===== src/rtl/frect_fill_pkg.sv =====
// frect_fill_pkg: state encoding and signed min/max helpers shared by the fill sequencers.
package frect_fill_pkg;
    localparam int STATEW = 3;
    localparam logic [STATEW-1:0] IDLE  = 3'd0;
    localparam logic [STATEW-1:0] CLIP  = 3'd1;
    localparam logic [STATEW-1:0] CHECK = 3'd2;
    localparam logic [STATEW-1:0] SPAN  = 3'd3;
    localparam logic [STATEW-1:0] DRAW  = 3'd4;

    // Callers widen to 32 bits and cast the result back to their coordinate width.
    function automatic logic signed [31:0] smin(input logic signed [31:0] a, input logic signed [31:0] b);
        return (a < b) ? a : b;
    endfunction

    function automatic logic signed [31:0] smax(input logic signed [31:0] a, input logic signed [31:0] b);
        return (a > b) ? a : b;
    endfunction
endpackage


===== src/rtl/frect_fill_fline.sv =====
// frect_fill_fline: horizontal span engine, walks x from x0 to x1 (x0<=x1) under oe backpressure.
module frect_fill_fline #(
    parameter int CORDW = 16
) (
    input  logic                    clk,
    input  logic                    rst,
    input  logic                    start,
    input  logic                    oe,
    input  logic signed [CORDW-1:0] x0,
    input  logic signed [CORDW-1:0] x1,
    output logic signed [CORDW-1:0] x,
    output logic                    valid,
    output logic                    done
);
    logic signed [CORDW-1:0] xe;

    always_ff @(posedge clk) begin
        if (rst) begin
            valid <= 1'b0;
            done  <= 1'b0;
        end else begin
            done <= 1'b0;
            if (start && !valid) begin
                x     <= x0;
                xe    <= x1;
                valid <= 1'b1;
            end else if (valid && oe) begin
                if (x == xe) begin
                    valid <= 1'b0;
                    done  <= 1'b1;
                end else begin
                    x <= x + CORDW'(1);
                end
            end
        end
    end
endmodule


===== src/rtl/frect_fill.sv =====
// frect_fill: filled-rectangle sequencer; sorts and clips corners, then draws one span per row.
module frect_fill
    import frect_fill_pkg::*;
#(
    parameter int CORDW  = 16,
    parameter int CANV_W = 320,
    parameter int CANV_H = 240
) (
    input  logic                    clk,
    input  logic                    rst,
    input  logic                    start,
    input  logic                    oe,
    input  logic signed [CORDW-1:0] x0,
    input  logic signed [CORDW-1:0] y0,
    input  logic signed [CORDW-1:0] x1,
    input  logic signed [CORDW-1:0] y1,
    output logic signed [CORDW-1:0] x,
    output logic signed [CORDW-1:0] y,
    output logic                    busy,
    output logic                    valid,
    output logic                    done
);
    localparam logic signed [31:0] XMAX = 32'(CANV_W - 1);
    localparam logic signed [31:0] YMAX = 32'(CANV_H - 1);

    logic [STATEW-1:0]       state;
    logic signed [CORDW-1:0] xa, xb, ya, yb;
    logic                    fl_valid, fl_done;

    frect_fill_fline #(.CORDW(CORDW)) fline (
        .clk   (clk),
        .rst   (rst),
        .start (state == SPAN),
        .oe    (state == DRAW && oe),
        .x0    (xa),
        .x1    (xb),
        .x     (x),
        .valid (fl_valid),
        .done  (fl_done)
    );

    assign valid = (state == DRAW) && fl_valid;

    always_ff @(posedge clk) begin
        if (rst) begin
            state <= IDLE;
            busy  <= 1'b0;
            done  <= 1'b0;
        end else begin
            done <= 1'b0;
            case (state)
                IDLE: if (start) begin
                    xa    <= CORDW'(smin(32'(x0), 32'(x1)));
                    xb    <= CORDW'(smax(32'(x0), 32'(x1)));
                    ya    <= CORDW'(smin(32'(y0), 32'(y1)));
                    yb    <= CORDW'(smax(32'(y0), 32'(y1)));
                    busy  <= 1'b1;
                    state <= CLIP;
                end
                CLIP: begin
                    xa    <= CORDW'(smax(32'(xa), 32'sd0));
                    xb    <= CORDW'(smin(32'(xb), XMAX));
                    ya    <= CORDW'(smax(32'(ya), 32'sd0));
                    yb    <= CORDW'(smin(32'(yb), YMAX));
                    state <= CHECK;
                end
                // An inverted interval after clipping means nothing lies on the canvas.
                CHECK: if (xa > xb || ya > yb) begin
                    busy  <= 1'b0;
                    done  <= 1'b1;
                    state <= IDLE;
                end else begin
                    y     <= ya;
                    state <= SPAN;
                end
                SPAN: state <= DRAW;
                DRAW: if (fl_done) begin
                    if (y == yb) begin
                        busy  <= 1'b0;
                        done  <= 1'b1;
                        state <= IDLE;
                    end else begin
                        y     <= y + CORDW'(1);
                        state <= SPAN;
                    end
                end
                default: state <= IDLE;
            endcase
        end
    end
endmodule


===== config.mk =====
export PLATFORM = sky130hd
export DESIGN_NAME = frect_fill
export DESIGN_NICKNAME = d
export VERILOG_FILES = /design/src/rtl/frect_fill_pkg.sv /design/src/rtl/frect_fill_fline.sv /design/src/rtl/frect_fill.sv
export SDC_FILE = /design/constraint.sdc
export NUM_CORES = 1
export LEC_CHECK = 0
export ABC_AREA = 1
export BUFFER_PORTS_ARGS = -buffer_cell sky130_fd_sc_hd__buf_2
export CORE_ASPECT_RATIO = 0.6
export CORE_UTILIZATION = 55
export CTS_CLUSTER_DIAMETER = 60
export DETAILED_ROUTE_END_ITERATION = 6
export PLACE_DENSITY_LB_ADDON = 0.12
export SLEW_MARGIN = 20
export SYNTH_ARGS = -nofsm -noshare
export SYNTH_HDL_FRONTEND = slang
export SYNTH_SLANG_ARGS = --single-unit

===== constraint.sdc =====
create_clock -name clk -period 4.82 [get_ports clk]
set_clock_uncertainty 0.15 [all_clocks]
set_input_delay 0.241 -clock clk [delete_from_list [all_inputs] [get_ports clk]]
set_output_delay 0.241 -clock clk [all_outputs]
set_load 0.05 [all_outputs]

==> flow_summary.ini <==
[status]
status = finished, final reports clean

[final_layout]
seqCellArea_sq_um = 3500
areaGrowthSynthToFinish_pct = 16.4
fill_cells = 1166
n_antenna_cell = 0
final_nets = 1148
multi_input_area_sq_um = 3810
fin_area_sq_um = 9150
drive_above_1_share = 0.163
final_util = 0.664
layoutNonFillerInstCount = 1219

[placed_design]
dpl-instance-area_sq_um = 8560
dp.cells = 1183
portBuffers = 102
pre_cts_slack_ns = 1.85
dp_hpwl_mm = 15.3
place_congestion = 0.908

[global_routing]
grtUsageTotal = 0.283
antenna_found_initial = 0
grt_pass1_wl_mm = 31.1
grt_pass1_vias = 5657
grt_max_degree = 47
grt_overflow = 0

[critical_path]
path_cells = dlygate4sd3_1 -> buf_2 -> inv_1 -> ha_1 -> a21oi_1 -> o21ai_0 -> o21ai_1 -> nand2_1 -> nand2_1 -> nand2_2 -> inv_2 -> nand2_4 -> nand2_1 -> nand3_1
path_buf_inv = 4
cp_data_required_time_ns = 4.78
cp_common_cell = nand2_1
crit_path_end_kind = flop
critPathSlowestCell = dlygate4sd3_1
crit_fanout = 31
critPathTopFamily = buffers and inverters
ff2ff_setup_slack_ns = 1.83
critPathArrivalTime_ns = 3.05
path_class = in -> reg
max_stage_delay_ns = 0.53
worst_setup_path_start_kind = primary input

[synthesis]
seq_area_frac_synth = 0.446
syn-instance-count = 904
synthTopCellsByArea = edfxtp_1, ha_1, nand2_1
synth_nets = 1038
synth_top_area_cell = edfxtp_1
synth.avg_cell_area_sq_um = 8.69
synth_edf_count = 112
syn-cell-area_sq_um = 7860
async_flop_share = 0
synth_seq_cells = 119
yosysWarningCount = 0
ys.flop_type = edfxtp_1
synth_top_area_frac = 0.428
yosys.cell_types.count = 43

[sta]
finalHoldViolCount = 0
max-slew-margin-rel = 0.410
fmax_mhz = 324
worst_pin_slew_ns = 0.884
layout_min_cycle_time_ns = 3.08
tns_ns = 0
whs_ns = 0.0122
setup_ws_ns = 1.74
setup_viol = 0
min_period_over_period = 0.639
maxSlewViolCount = 0
rsz0062_at_grt = no

[routing]
ant_nets = 0
drc_errors = 0
first_pass_iters = 6
drt-wirelength-per-cell_microns = 16.4
vias = 6747
totalWireLength_mm = 20.0
drt-initial-drc-count = 513
avgViaCountPerCell = 5.53

[hold_path]
hp-class = in -> reg

[run]
max_cap_viol_count = 0

[floorplanning]
die_w_microns = 156
die_h_microns = 94.6
core_area_sq_um = 13800
ios = 103
start_util = 0.570
num_rows = 33
fp.dieArea_sq_um = 14800

[cts]
clockBufferDepth = 2
cts_tree = built
path_clk_slew_ns = 0.05
numCtsBuffers = 17
h-tree-depth = 4
clock-root-buffer = clkbuf_16
clock_sinks = 119
clock_latency_ns = 0.41

[power_and_ir_drop]
p_leak_nw = 4.09
powerDensity_nw_per_um2 = 369
power.total_mw = 3.38
ir_drop_v = 0.000309
## synth_stat cells (2+ instances only)
| cell type | instances |
|---|---|
| nand2_4 | 3 |
| o21ai_0 | 58 |
| dfxtp_1 | 7 |
| a31oi_1 | 4 |
| o31ai_1 | 3 |
| or2_2 | 3 |
| o21ai_2 | 2 |
| inv_1 | 116 |
| xor2_1 | 21 |
| clkbuf_1 | 12 |
| nor3_2 | 2 |
| nand3_2 | 5 |
| nand3_1 | 82 |
| nand2_2 | 3 |
| o211ai_1 | 3 |
| buf_4 | 2 |
| buf_6 | 2 |
| xnor2_1 | 26 |
| nor2_2 | 8 |
| nor2_4 | 2 |
| nor3_1 | 10 |
| nor4_1 | 11 |
| edfxtp_1 | 112 |
| nand4_1 | 17 |
| nand2_1 | 159 |
| nor2_1 | 73 |
| ha_1 | 66 |
| a21oi_1 | 69 |
| buf_2 | 6 |
| a21o_1 | 4 |
## registers in the layout, summed over array words and instances (netlist names)
name	count
fline.x	16
fline.xe	16
xa	16
xb	16
y	16
ya	16
yb	16
state	3
busy	1
done	1
fline.done	1
fline.valid	1
## report_power, final
group / internal (mW) / switching, mW
combinational: 0.268 / 0.510
clock: 0.750 / 0.425
sequential: 1.30 / 0.120
total: 2.32 / 1.05
## worst paths after layout
path / from / endpoint / depth (start not counted)
min: x1[4] / xb[4] / 3
max: x1[5] / xb[0] / 14
max reg2reg: state[0] / y[15] / 7
min reg2reg: xb[15] / fline.xe[15] / 0
## cell type report
class	count	share of cell area
Clock buffer	21	0.0481
Inverter	117	0.0480
Clock inverter	11	0.0118
Timing Repair Buffer	114	0.0667
Multi-Input combinational cell	645	0.416
Sequential cell	119	0.383
Tap cell	192	0.0262
## layout by cell type (no fill, tap or decap), types with 21 or more instances in the layout
| master | synthesis | routed |
|---|---|---|
| xnor2_1 | 26 | 26 |
| inv_1 | 116 | 116 |
| nor2_1 | 73 | 73 |
| ha_1 | 66 | 66 |
| buf_2 | 6 | 102 |
| xor2_1 | 21 | 21 |
| nand3_1 | 82 | 82 |
| nand2_1 | 159 | 159 |
| o21ai_0 | 58 | 58 |
| a21oi_1 | 69 | 69 |
| edfxtp_1 | 112 | 112 |
## metal layers
layer,vias to the layer above,GRT usage,wire length [microns]
met2,358,0.308,6530
met5,-,0,0
met1,3049,0.513,11200
li1,3328,-,-
met3,12,0.0620,2160
met4,0,0.0523,119
## tightest hold or removal path: stages
cell and delay (ns):
buf_2 0.10, nand2_1 0.05, nand3_1 0.06
## cells by family after synthesis
logic type	share of synthesized area
AO/OA/AOI/OAI	0.103
XOR/XNOR	0.0524
buffers and inverters	0.0708
adder cells (fa/ha/maj)	0.105
AND/OR/NAND/NOR	0.223
flip-flops	0.446
## what timing repair did
item | CTS | global route
hold buffers | 4 | 0
gates resized for setup | 0 | 0
hold endpoints to repair | 7 | 0
setup buffers | 0 | 0
(Power assumes the default switching activity.)
